### config.mk
export PLATFORM = sky130hd
export DESIGN_NAME = mux8way_arbiter
export DESIGN_NICKNAME = d
export VERILOG_FILES = /design/src/rtl/mux8way_arbiter.sv
export SDC_FILE = /design/constraint.sdc
export NUM_CORES = 1
export LEC_CHECK = 0
export ABC_AREA = 1
export BUFFER_PORTS_ARGS = -buffer_cell sky130_fd_sc_hd__buf_2
export CAP_MARGIN = 20
export CORE_MARGIN = 1.5
export CORE_UTILIZATION = 35
export CTS_CLUSTER_DIAMETER = 150
export DETAILED_ROUTE_END_ITERATION = 16
export PLACE_DENSITY = 0.75
export SYNTH_ARGS = -nofsm -noshare
export SYNTH_HDL_FRONTEND = slang
export SYNTH_SLANG_ARGS = --single-unit
### constraint.sdc
create_clock -name clk -period 1.6 [get_ports clk]
set_input_delay 0.16 -clock clk [delete_from_list [all_inputs] [get_ports clk]]
set_output_delay 0.16 -clock clk [all_outputs]
set_load 0.02 [all_outputs]
### src/rtl/mux8way_arbiter.sv
// mux8way_arbiter: 8-source arbiter feeding a single registered output slot.
// Build option: define MUX8WAY_ARBITER_RR_EN for round-robin arbitration;
// when it is undefined the lowest requesting index always wins.
module mux8way_arbiter (
  input  logic        clk,
  input  logic        reset,
  input  logic [7:0]  req,
  input  logic [15:0] a,
  input  logic [15:0] b,
  input  logic [15:0] c,
  input  logic [15:0] d,
  input  logic [15:0] e,
  input  logic [15:0] f,
  input  logic [15:0] g,
  input  logic [15:0] h,
  output logic [7:0]  ack,
  output logic [15:0] out,
  output logic [2:0]  sel,
  output logic        valid,
  input  logic        ready
);

  localparam int unsigned N_SRC  = 8;
  localparam int unsigned IDX_W  = 3;
  localparam int unsigned DATA_W = 16;

  typedef enum logic {EMPTY = 1'b0, FULL = 1'b1} slot_state_t;

  slot_state_t        state;
  logic               slot_free;
  logic               found;
  logic               grant;
  logic [IDX_W-1:0]   win;
  logic [DATA_W-1:0]  win_data;

`ifdef MUX8WAY_ARBITER_RR_EN
  logic [IDX_W-1:0]   ptr;
  logic [IDX_W-1:0]   scan_idx;

  // Round-robin winner: first requester at or after ptr, wrapping mod 8.
  always_comb begin
    found    = 1'b0;
    win      = '0;
    scan_idx = '0;
    for (int k = 0; k < N_SRC; k++) begin
      scan_idx = ptr + IDX_W'(k);
      if (!found && req[scan_idx]) begin
        found = 1'b1;
        win   = scan_idx;
      end
    end
  end
`else
  // Fixed priority winner: lowest requesting index.
  always_comb begin
    found = 1'b0;
    win   = '0;
    for (int k = 0; k < N_SRC; k++) begin
      if (!found && req[k]) begin
        found = 1'b1;
        win   = IDX_W'(k);
      end
    end
  end
`endif

  assign valid = (state == FULL);

  // Slot can take a word when empty or when the current word leaves this edge.
  always_comb begin
    slot_free = !valid || ready;
    grant     = found && slot_free && !reset;
    ack       = grant ? (N_SRC'(1) << win) : '0;
  end

  // Winner data mux.
  always_comb begin
    win_data = '0;
    case (win)
      3'd0: win_data = a;
      3'd1: win_data = b;
      3'd2: win_data = c;
      3'd3: win_data = d;
      3'd4: win_data = e;
      3'd5: win_data = f;
      3'd6: win_data = g;
      3'd7: win_data = h;
      default: win_data = '0;
    endcase
  end

  // Slot state, output word/index and arbitration pointer.
  always_ff @(posedge clk) begin
    if (reset) begin
      state <= EMPTY;
      out   <= '0;
      sel   <= '0;
`ifdef MUX8WAY_ARBITER_RR_EN
      ptr   <= '0;
`endif
    end else if (grant) begin
      state <= FULL;
      out   <= win_data;
      sel   <= win;
`ifdef MUX8WAY_ARBITER_RR_EN
      ptr   <= win + IDX_W'(1);
`endif
    end else if (valid && ready) begin
      state <= EMPTY;
    end
  end

endmodule

==> run summary, run 1 <==
status -> complete, but fails checks
failing checks -> setup timing
CTS Hold Bufs -> 0
fraction of layout cells with a size suffix above 1 -> 0.3978
via count -> 2903
Total GRT Usage -> 0.2620
Antenna diodes -> 0
maximum VDD drop -> 0.0003367 V
CP peak stage delay -> 0.18 ns
Sink Count -> 20
Starting Density -> 0.3700
I/O Buffers -> 166
Area after DPL -> 2939 um2
GPL Wtd Cong -> 0.9344
critical path class -> in2out
DR iter-0 viols -> 208
Worst setup EP type -> output pin
via count of the first global-routing pass -> 2783
Worst-path clk slew -> 0.08 ns
WP data arrival -> 1.44 ns
largest area contributor in the netlist -> nand2_1
PnR Total Power -> 1672 uW
CTS tree -> yes
Rel. slew slack -> 0.6665
most frequent cells in the layout -> buf_2, nand2_1, nor2_1
synthesized instance count -> 363
final WL -> 7.832 mm
Vias/cell -> 4.736
Min Hold Slack -> 0.1001 ns
nets@finish -> 683
grt ovf -> 0
final setup TNS -> -0.002869 ns
placed cells -> 602
initial antenna violation count -> 0
Slew @ Worst Pin -> 0.4971 ns
die area -> 5993 um2
root buf cell -> clkbuf_8
worst path required time -> 1.44 ns
DRC errors left -> 0
count of final hold-check violations -> 0
static leakage -> 0.001796 uW
top post-synthesis cells by area -> nand2_1, dfxtp_1, nor2_1
DIE HEIGHT -> 77.42 um
Area growth, synth to finish -> 59.46%
Max Root-Sink Buffers -> 2
register area share after synthesis -> 0.2066
Seq cells post-synth -> 20
Max Cap Viol -> 0
Die X -> 77.42 um
PwrDens -> 541.1 nW/um2
Layout Cells excl Fill -> 613
slowest stage cell on the critical path -> nand2_2
Antenna Violating Nets Remaining -> 0
commonest non-fill, non-tap cell in the layout -> buf_2
Period minus WS final -> 1.603 ns
H-Tree Depth -> 1
Mean Syn Cell Area -> 5.339 um2
first-pass GRT wire length -> 12.66 mm
syn_nets -> 502
DP HPWL -> 6.449 mm
first drt pass iteration count -> 4
WL per Instance -> 12.78 um
# rows -> 26
Max Fclk -> 623.9 MHz
Core Region -> 5238 um2
TritonCTS buffer count -> 3
design area -> 3090 um2
max-slew violation count -> 0
worst-path fanout max -> 8
CP cell instances -> buf_2 > nor2_4 > nand2_1 > nor2_1 > nand4_1 > nand2_2 > clkinvlp_4 > nand2_2 > inv_1 > buf_2
post-synthesis cell area -> 1938 um2
Synth cell types -> 25
Yosys top cell area share -> 0.2924
worst setup margin -> -0.002869 ns
Layout Skew -> 0.001858 ns
largest net degree at the start of global routing -> 20
Worst setup SP type -> primary input
HP Class -> in2reg
Synth Warn # -> 0
# setup viols final -> 1
Period Utilization, post-route -> 1.002
RSZ-0062 raised after global routing -> yes
FILL cells -> 520
# IOs -> 167
clk_lat worst skew -> 0.26 ns
-- power by group --
| group | internal, uW | total, uW | switching (uW) |
|---|---|---|---|
| registers | 561 | 593 | 32.2 |
| clock network | 219 | 390 | 171 |
| logic | 305 | 689 | 384 |
-- flip-flops by register name (all words and copies together), names as in the netlist --
register / count
out: 16
valid: 1
sel: 3
-- metal layers --
metal	up-vias	routed length, um	track usage
li1	1496	-	-
met1	1244	3350	0.3532
met2	147	3705	0.4219
met3	16	593	0.03765
met4	0	182	0.09818
met5	-	0	0
-- worst max-delay path: cells and delay by family --
family,cells,cell delay (ns)
buffers and inverters,4,0.48
and+or+nand+nor,6,0.80
-- cell type report --
class	instances	area, um2	area share
Multi-Input combinational cell	280	1300	0.4206
Timing Repair Buffer	190	1059	0.3425
Sequential cell	20	401.6	0.1300
Inverter	49	187.7	0.06073
Tap cell	70	87.58	0.02834
Clock buffer	4	55.05	0.01781
-- cells by family (layout without fill, tap and decap cells) --
group                  Yosys count  after routing  synth area share
flip-flops                      20             20            0.2066
AO/OA/AOI/OAI                   22             22           0.05745
buffers and inverters           63            243            0.1343
AND/OR/NAND/NOR                258            258            0.6017
-- synthesized netlist by cell type --
| library cell | n |
|---|---|
| buf_4 | 2 |
| inv_2 | 3 |
| nor4_1 | 2 |
| nor2_4 | 3 |
| buf_1 | 1 |
| nand2_2 | 1 |
| nand3_2 | 1 |
| buf_2 | 7 |
| nor2_1 | 56 |
| nand3_1 | 4 |
| nand2_1 | 151 |
| dfxtp_1 | 20 |
| nand3_4 | 2 |
| o21ai_1 | 1 |
| a21oi_1 | 17 |
| nor2_2 | 2 |
| o21ai_0 | 3 |
| inv_1 | 45 |
| clkinv_1 | 1 |
| buf_6 | 1 |
| nor2_8 | 1 |
| nor3_4 | 2 |
| clkbuf_1 | 3 |
| nand4_1 | 33 |
| a31oi_1 | 1 |
-- what timing repair did --
item | in CTS | in global routing
gates resized for setup | 1 | 9
pin swaps | 1 | 5
endpoints found under the setup margin | 2 | 11
buffers inserted | 1 | 6
-- per-stage QoR --
step / setup slack (ns) / utilization
3_5_place_dp: 0.05457 / 0.5612
5_1_grt: -0.1214 / 0.5901
4_1_cts: 0.01497 / 0.5748
3_3_place_gp: 0.1182 / 0.5612
2_1_floorplan: 0.1349 / -
6_report: -0.002869 / 0.5901
-- worst paths after layout --
| check | cells past startpoint | end | slack (ns) | start |
|---|---|---|---|---|
| setup / recovery | 10 | ack[7] | -0.003 | req[0] |
| hold / removal | 2 | sel[0] | 0.10 | reset |
| hold reg to reg | 2 | sel[0] | 0.47 | sel[0] |
| setup reg to reg | 10 | out[0] | 0.15 | valid |
Note: power is estimated with default switching activity, not from simulation.
==> inputs of run 2 (changes only) <==
==> constraint.sdc (replaced) <==
create_clock -name clk -period 1.5 [get_ports clk]
set_input_delay 0.15 -clock clk [delete_from_list [all_inputs] [get_ports clk]]
set_output_delay 0.15 -clock clk [all_outputs]
set_load 0.02 [all_outputs]
==> run summary, run 2 (synthesis gave the netlist of run 1 again) <==
first drt pass iteration count -> 4 (unchanged)
Worst setup EP type -> output pin (unchanged)
clk_lat worst skew -> 0.25 ns (was 0.26 ns)
max reg flops -> 16 (unchanged)
Max Cap Viol -> 0 (unchanged)
placed cells -> 603 (was 602)
PnR Total Power -> 1739 uW (was 1672 uW)
TritonCTS buffer count -> 3 (unchanged)
Reg with most FFs -> out (unchanged)
static leakage -> 0.001811 uW (was 0.001796 uW)
Vias/cell -> 4.701 (was 4.736)
Layout Cells excl Fill -> 613 (unchanged)
Antenna diodes -> 0 (unchanged)
worst-path fanout max -> 4 (was 8)
DRC errors left -> 0 (unchanged)
Slew @ Worst Pin -> 0.5337 ns (was 0.4971 ns)
Period minus WS final -> 1.606 ns
GPL Wtd Cong -> 0.9048 (was 0.9344)
CP delay by family, top -> simple AND/OR/NAND/NOR gates (unchanged)
WL per Instance -> 12.47 um (was 12.78 um)
Starting Density -> 0.3700 (unchanged)
slowest stage cell on the critical path -> dfxtp_2 (was nand2_2)
nets@finish -> 684 (was 683)
via count -> 2882 (was 2903)
WP data arrival -> 1.46 ns (was 1.44 ns)
largest net degree at the start of global routing -> 20 (unchanged)
DR WL met3 -> 443 um (was 593 um)
root buf cell -> clkbuf_8 (unchanged)
maximum VDD drop -> 0.0003070 V (was 0.0003367 V)
hold depth -> 2 (unchanged)
worst setup margin -> -0.1064 ns (was -0.002869 ns)
grt ovf -> 0 (unchanged)
CTS tree -> yes (unchanged)
failing checks -> setup timing (unchanged)
worst r2r path cells -> 10 (unchanged)
CP cell instances -> inv_2 > nor2_4 > nor2_2 > nand2_2 > buf_8 > nor4_4 > buf_4 (was buf_2 > nor2_4 > nand2_1 > nor2_1 > nand4_1 > nand2_2 > clkinvlp_4 > nand2_2 > inv_1 > buf_2)
metal2 WL -> 3.663 mm (was 3.705 mm)
Top Layer Used -> met4 (unchanged)
Max Fclk -> 622.5 MHz
# rows -> 26 (unchanged)
CP peak stage delay -> 0.33 ns (was 0.18 ns)
Worst setup SP type -> register (was primary input)
status -> complete, but fails checks (unchanged)
Area growth, synth to finish -> 65.59% (was 59.46%)
Max Root-Sink Buffers -> 2 (unchanged)
Sink Count -> 20 (unchanged)
Antenna Violating Nets Remaining -> 0 (unchanged)
PwrDens -> 541.9 nW/um2 (was 541.1 nW/um2)
# IOs -> 167 (unchanged)
Met1 Wirelength -> 3.397 mm (was 3.350 mm)
Core Region -> 5238 um2 (unchanged)
DIE HEIGHT -> 77.42 um (unchanged)
Worst-path clk slew -> 0.07 ns (was 0.08 ns)
final setup TNS -> -0.2801 ns (was -0.002869 ns)
commonest non-fill, non-tap cell in the layout -> buf_2 (unchanged)
most frequent cells in the layout -> buf_2, nand2_1, nor2_1 (unchanged)
count of final hold-check violations -> 0 (unchanged)
via count of the first global-routing pass -> 2577 (was 2783)
worst path required time -> 1.35 ns (was 1.44 ns)
I/O Buffers -> 166 (unchanged)
Layout Skew -> 0.004144 ns (was 0.001858 ns)
critical path class -> reg2out (was in2out)
Total GRT Usage -> 0.2441 (was 0.2620)
max-slew violation count -> 0 (unchanged)
DP HPWL -> 6.197 mm (was 6.449 mm)
FILL cells -> 526 (was 520)
die area -> 5993 um2 (unchanged)
CTS Hold Bufs -> 0 (unchanged)
Die X -> 77.42 um (unchanged)
CP Depth -> 7 (was 10)
Rel. slew slack -> 0.6420 (was 0.6665)
HP Class -> in2reg (unchanged)
post-layout util -> 0.6128 (was 0.5901)
final WL -> 7.644 mm (was 7.832 mm)
RSZ-0062 raised after global routing -> yes (unchanged)
Period Utilization, post-route -> 1.071
# setup viols final -> 7 (was 1)
DR iter-0 viols -> 171 (was 208)
initial antenna violation count -> 0 (unchanged)
Crit path buffers/inverters -> 3 (was 4)
H-Tree Depth -> 1 (unchanged)
first-pass GRT wire length -> 11.82 mm (was 12.66 mm)
fraction of layout cells with a size suffix above 1 -> 0.4052 (was 0.3978)
run 2: layout make-up:
cell class / count / area (um2) / area share
multi-input cells: 280 / 1340 / 0.4175
flip-flops and latches: 20 / 401.6 / 0.1251
clock buffers: 3 / 41.29 / 0.01287
inverters: 49 / 187.7 / 0.05848
well taps: 70 / 87.58 / 0.02729
repair buffers: 191 / 1151 / 0.3587
run 2: repair_timing:
action                                 4_1_cts  5_1_grt
endpoints found under the hold margin        0        0
resized for setup                            2       33
setup buffers                                1        6
pin swaps                                    1        7
setup endpoints to repair                    8       24
cloned                                       0        0
run 2: routing by layer:
layer / vias to the layer above / track usage
li1: 1497 / -
met1: 1276 / 0.3403
met2: 97 / 0.3939
met3: 12 / 0.03294
met4: 0 / 0.06545
met5: - / 0
run 2: where the power goes:
| group | total [uW] | internal [uW] | switching [uW] | leakage (uW) |
|---|---|---|---|---|
| clock network | 346 | 178 | 167 | 0.0000216 |
| registers | 631 | 598 | 32.5 | 0.000168 |
| logic | 763 | 344 | 419 | 0.00162 |
run 2: stage by stage:
stage / hold WS, ns / setup slack, ns / cell area, um2
2_1_floorplan: 0.2191 / 0.04495 / 1944
3_3_place_gp: 0.3536 / 0.01868 / 2984
3_5_place_dp: 0.3596 / -0.04655 / 2984
4_1_cts: 0.09194 / -0.07976 / 3044
5_1_grt: 0.1156 / -0.2043 / 3209
6_report: 0.1096 / -0.1064 / 3209
run 2: worst paths after layout:
path	slack (ns)	to	start
max	-0.11	ack[6]	valid
min	0.11	sel[0]	reset
max reg2reg	0.10	out[3]	valid
min reg2reg	0.46	sel[0]	sel[0]
==> inputs of run 3 (changes only) <==
--- a/config.mk
+++ b/config.mk
@@ -5,14 +5,13 @@
 export SDC_FILE = /design/constraint.sdc
 export NUM_CORES = 1
 export LEC_CHECK = 0
-export ABC_AREA = 1
 export BUFFER_PORTS_ARGS = -buffer_cell sky130_fd_sc_hd__buf_2
 export CAP_MARGIN = 20
 export CORE_MARGIN = 1.5
-export CORE_UTILIZATION = 35
+export CORE_UTILIZATION = 40
 export CTS_CLUSTER_DIAMETER = 150
 export DETAILED_ROUTE_END_ITERATION = 16
-export PLACE_DENSITY = 0.75
+export PLACE_DENSITY = 0.81
 export SYNTH_ARGS = -nofsm -noshare
 export SYNTH_HDL_FRONTEND = slang
 export SYNTH_SLANG_ARGS = --single-unit
==> run summary, run 3 <==
status -> completed (was complete, but fails checks)
Synth Warn # -> 0 (unchanged)
largest net degree at the start of global routing -> 35 (was 20)
count of final hold-check violations -> 0 (unchanged)
DP HPWL -> 6.695 mm (was 6.197 mm)
placed cells -> 518 (was 603)
hold depth -> 2 (unchanged)
Period Utilization, post-route -> 0.9799 (was 1.071)
worst-path fanout max -> 4 (unchanged)
initial antenna violation count -> 0 (unchanged)
Layout Skew -> 0.003617 ns (was 0.004144 ns)
die area -> 5748 um2 (was 5993 um2)
Total GRT Usage -> 0.2741 (was 0.2441)
WP data arrival -> 1.32 ns (was 1.46 ns)
final WL -> 8.359 mm (was 7.644 mm)
Antenna Violating Nets Remaining -> 0 (unchanged)
critical path class -> reg2out (unchanged)
synthesized instance count -> 281 (was 363)
most frequent cells in the layout -> buf_2, nand2_1, buf_4 (was buf_2, nand2_1, nor2_1)
static leakage -> 0.001665 uW (was 0.001811 uW)
Area after DPL -> 3227 um2 (was 2984 um2)
largest area contributor in the netlist -> dfxtp_1 (was nand2_1)
max-slew violation count -> 0 (unchanged)
Synth cell types -> 33 (was 25)
DRC errors left -> 0 (unchanged)
most frequent cell after synthesis -> nand2_1 (unchanged)
Post-synth top cells -> nand2_1, a21o_1, nand3b_1, dfxtp_1, clkbuf_1 (was nand2_1, nor2_1, inv_1, nand4_1, dfxtp_1)
Worst setup EP type -> output pin (unchanged)
worst path required time -> 1.35 ns (about the same)
Seq cells post-synth -> 20 (unchanged)
via count of the first global-routing pass -> 2563 (was 2577)
Max Fclk -> 680.3 MHz (was 622.5 MHz)
TritonCTS buffer count -> 3 (unchanged)
H-Tree Depth -> 1 (unchanged)
# setup viols final -> 0 (was 7)
CTS Hold Bufs -> 0 (unchanged)
syn_nets -> 420 (was 502)
nets@finish -> 601 (was 684)
Worst setup SP type -> register (unchanged)
Die X -> 75.82 um (was 77.42 um)
Max Root-Sink Buffers -> 2 (unchanged)
DR iter-0 viols -> 190 (was 171)
fraction of layout cells with a size suffix above 1 -> 0.4967 (was 0.4052)
max reg flops -> 16 (unchanged)
Area growth, synth to finish -> 62.71% (was 65.59%)
CP peak stage delay -> 0.34 ns (was 0.33 ns)
first-pass GRT wire length -> 11.94 mm (was 11.82 mm)
Max Cap Viol -> 0 (unchanged)
post-synthesis cell area -> 2121 um2 (was 1938 um2)
CP cell instances -> nand2b_4 > nand2_4 > buf_6 > nor4_4 > buf_4 (was inv_2 > nor2_4 > nor2_2 > nand2_2 > buf_8 > nor4_4 > buf_4)
RSZ-0062 raised after global routing -> yes (unchanged)
Rel. slew slack -> 0.8071 (was 0.6420)
Mean Syn Cell Area -> 7.547 um2 (was 5.339 um2)
CTS tree -> yes (unchanged)
Yosys top cell area share -> 0.1888 (was 0.2924)
first drt pass iteration count -> 4 (unchanged)
Starting Density -> 0.4152 (was 0.3700)
Reg with most FFs -> out (unchanged)
WL per Instance -> 15.74 um (was 12.47 um)
worst setup margin -> 0.03011 ns (was -0.1064 ns)
Vias/cell -> 5.522 (was 4.701)
maximum VDD drop -> 0.0002738 V (was 0.0003070 V)
Antenna diodes -> 0 (unchanged)
# rows -> 26 (unchanged)
root buf cell -> clkbuf_8 (unchanged)
commonest non-fill, non-tap cell in the layout -> buf_2 (unchanged)
Layout Cells excl Fill -> 531 (was 613)
clk_lat worst skew -> 0.26 ns (was 0.25 ns)
Slew @ Worst Pin -> 0.2881 ns (was 0.5337 ns)
Place WS -> -0.2251 ns (was -0.04655 ns)
top_reg_cell synth -> dfxtp_1 (unchanged)
via count -> 2932 (was 2882)
# IOs -> 167 (unchanged)
design area -> 3451 um2 (was 3209 um2)
Core Region -> 5107 um2 (was 5238 um2)
I/O Buffers -> 166 (unchanged)
Worst-path clk slew -> 0.08 ns (was 0.07 ns)
HP Class -> in2reg (unchanged)
FILL cells -> 435 (was 526)
GPL Wtd Cong -> 0.9270 (was 0.9048)
register area share after synthesis -> 0.1888 (was 0.2066)
PnR Total Power -> 1722 uW (was 1739 uW)
worst r2r path cells -> 5 (was 10)
Period minus WS final -> 1.470 ns (was 1.606 ns)
grt ovf -> 0 (unchanged)
Sink Count -> 20 (unchanged)
Min Hold Slack -> 0.1080 ns (was 0.1096 ns)
number of synthesized flops with an enable pin -> 0 (unchanged)
DIE HEIGHT -> 75.82 um (was 77.42 um)
asr flop ratio synth -> 0 (unchanged)
slowest stage cell on the critical path -> dfxtp_2 (unchanged)
PwrDens -> 499.0 nW/um2 (was 541.9 nW/um2)
top post-synthesis cells by area -> dfxtp_1, a21o_1, nand3b_1 (was nand2_1, dfxtp_1, nor2_1)
## run 3: cell count changes in the layout (fill, tap and decap cells not counted), moves of 32 or more
cell and change:
nor2_1 -45, nand4_1 -32, a21o_1 +32, inv_1 -37, nand3b_1 +32, nand2_1 -102
## run 3: cell families after synthesis
logic type | Yosys count | synth area share
AOI/OAI and AO/OA | 91 | 0.3516
buffers and inverters | 34 | 0.07139
DFF | 20 | 0.1888
and+or+nand+nor | 136 | 0.3882
## run 3: path summary, 6_finish.rpt
| kind | startpoint | endpoint | slack (ns) |
|---|---|---|---|
| max reg2reg | valid | out[7] | 0.19 |
| min reg2reg | out[14] | out[14] | 0.49 |
| min | a[6] | out[6] | 0.11 |
| max | valid | ack[7] | 0.03 |
## run 3: per-stage QoR
| stage | util | setup TNS [ns] |
|---|---|---|
| after floorplan | - | -0.7821 |
| after global placement | 0.6318 | -3.060 |
| after global routing | 0.6756 | -0.04138 |
| after detailed placement | 0.6318 | -3.725 |
| final | 0.6756 | 0 |
| after CTS | 0.6494 | 0 |
## run 3: routing by layer
layer  part of all wire  GRT usage
met1               0.41     0.3642
met2               0.48     0.4560
met3              0.088    0.04497
met4              0.023    0.07937
met5                  0          0
## run 3: report_power, final
group | internal (uW) | leakage, uW | switching, uW | total [uW]
Combinational | 356 | 0.00147 | 349 | 705
Clock | 234 | 0.0000288 | 190 | 424
Sequential | 569 | 0.000165 | 23.5 | 592
Total | 1160 | 0.00167 | 563 | 1720
## run 3: cell type report
class | count | area, um2 | share of cell area
Multi-Input combinational cell | 227 | 1683 | 0.4877
Timing Repair Buffer | 204 | 1201 | 0.3481
Sequential cell | 20 | 401.6 | 0.1164
Tap cell | 70 | 87.58 | 0.02538
Clock buffer | 4 | 55.05 | 0.01595
Inverter | 6 | 22.52 | 0.006526
## run 3: timing repair
item / in CTS / in global routing
buffers inserted: 1 / 8
pin swaps: 1 / 5
endpoints found under the setup margin: 8 / 8
resized for setup: 9 / 19
## run 3: critical path, delay by kind of cell, from the launching register on
kind / cells / cell delay [ns]
flip-flops: 1 / 0.34
buffers and inverters: 2 / 0.31
AND/OR/NAND/NOR: 3 / 0.39
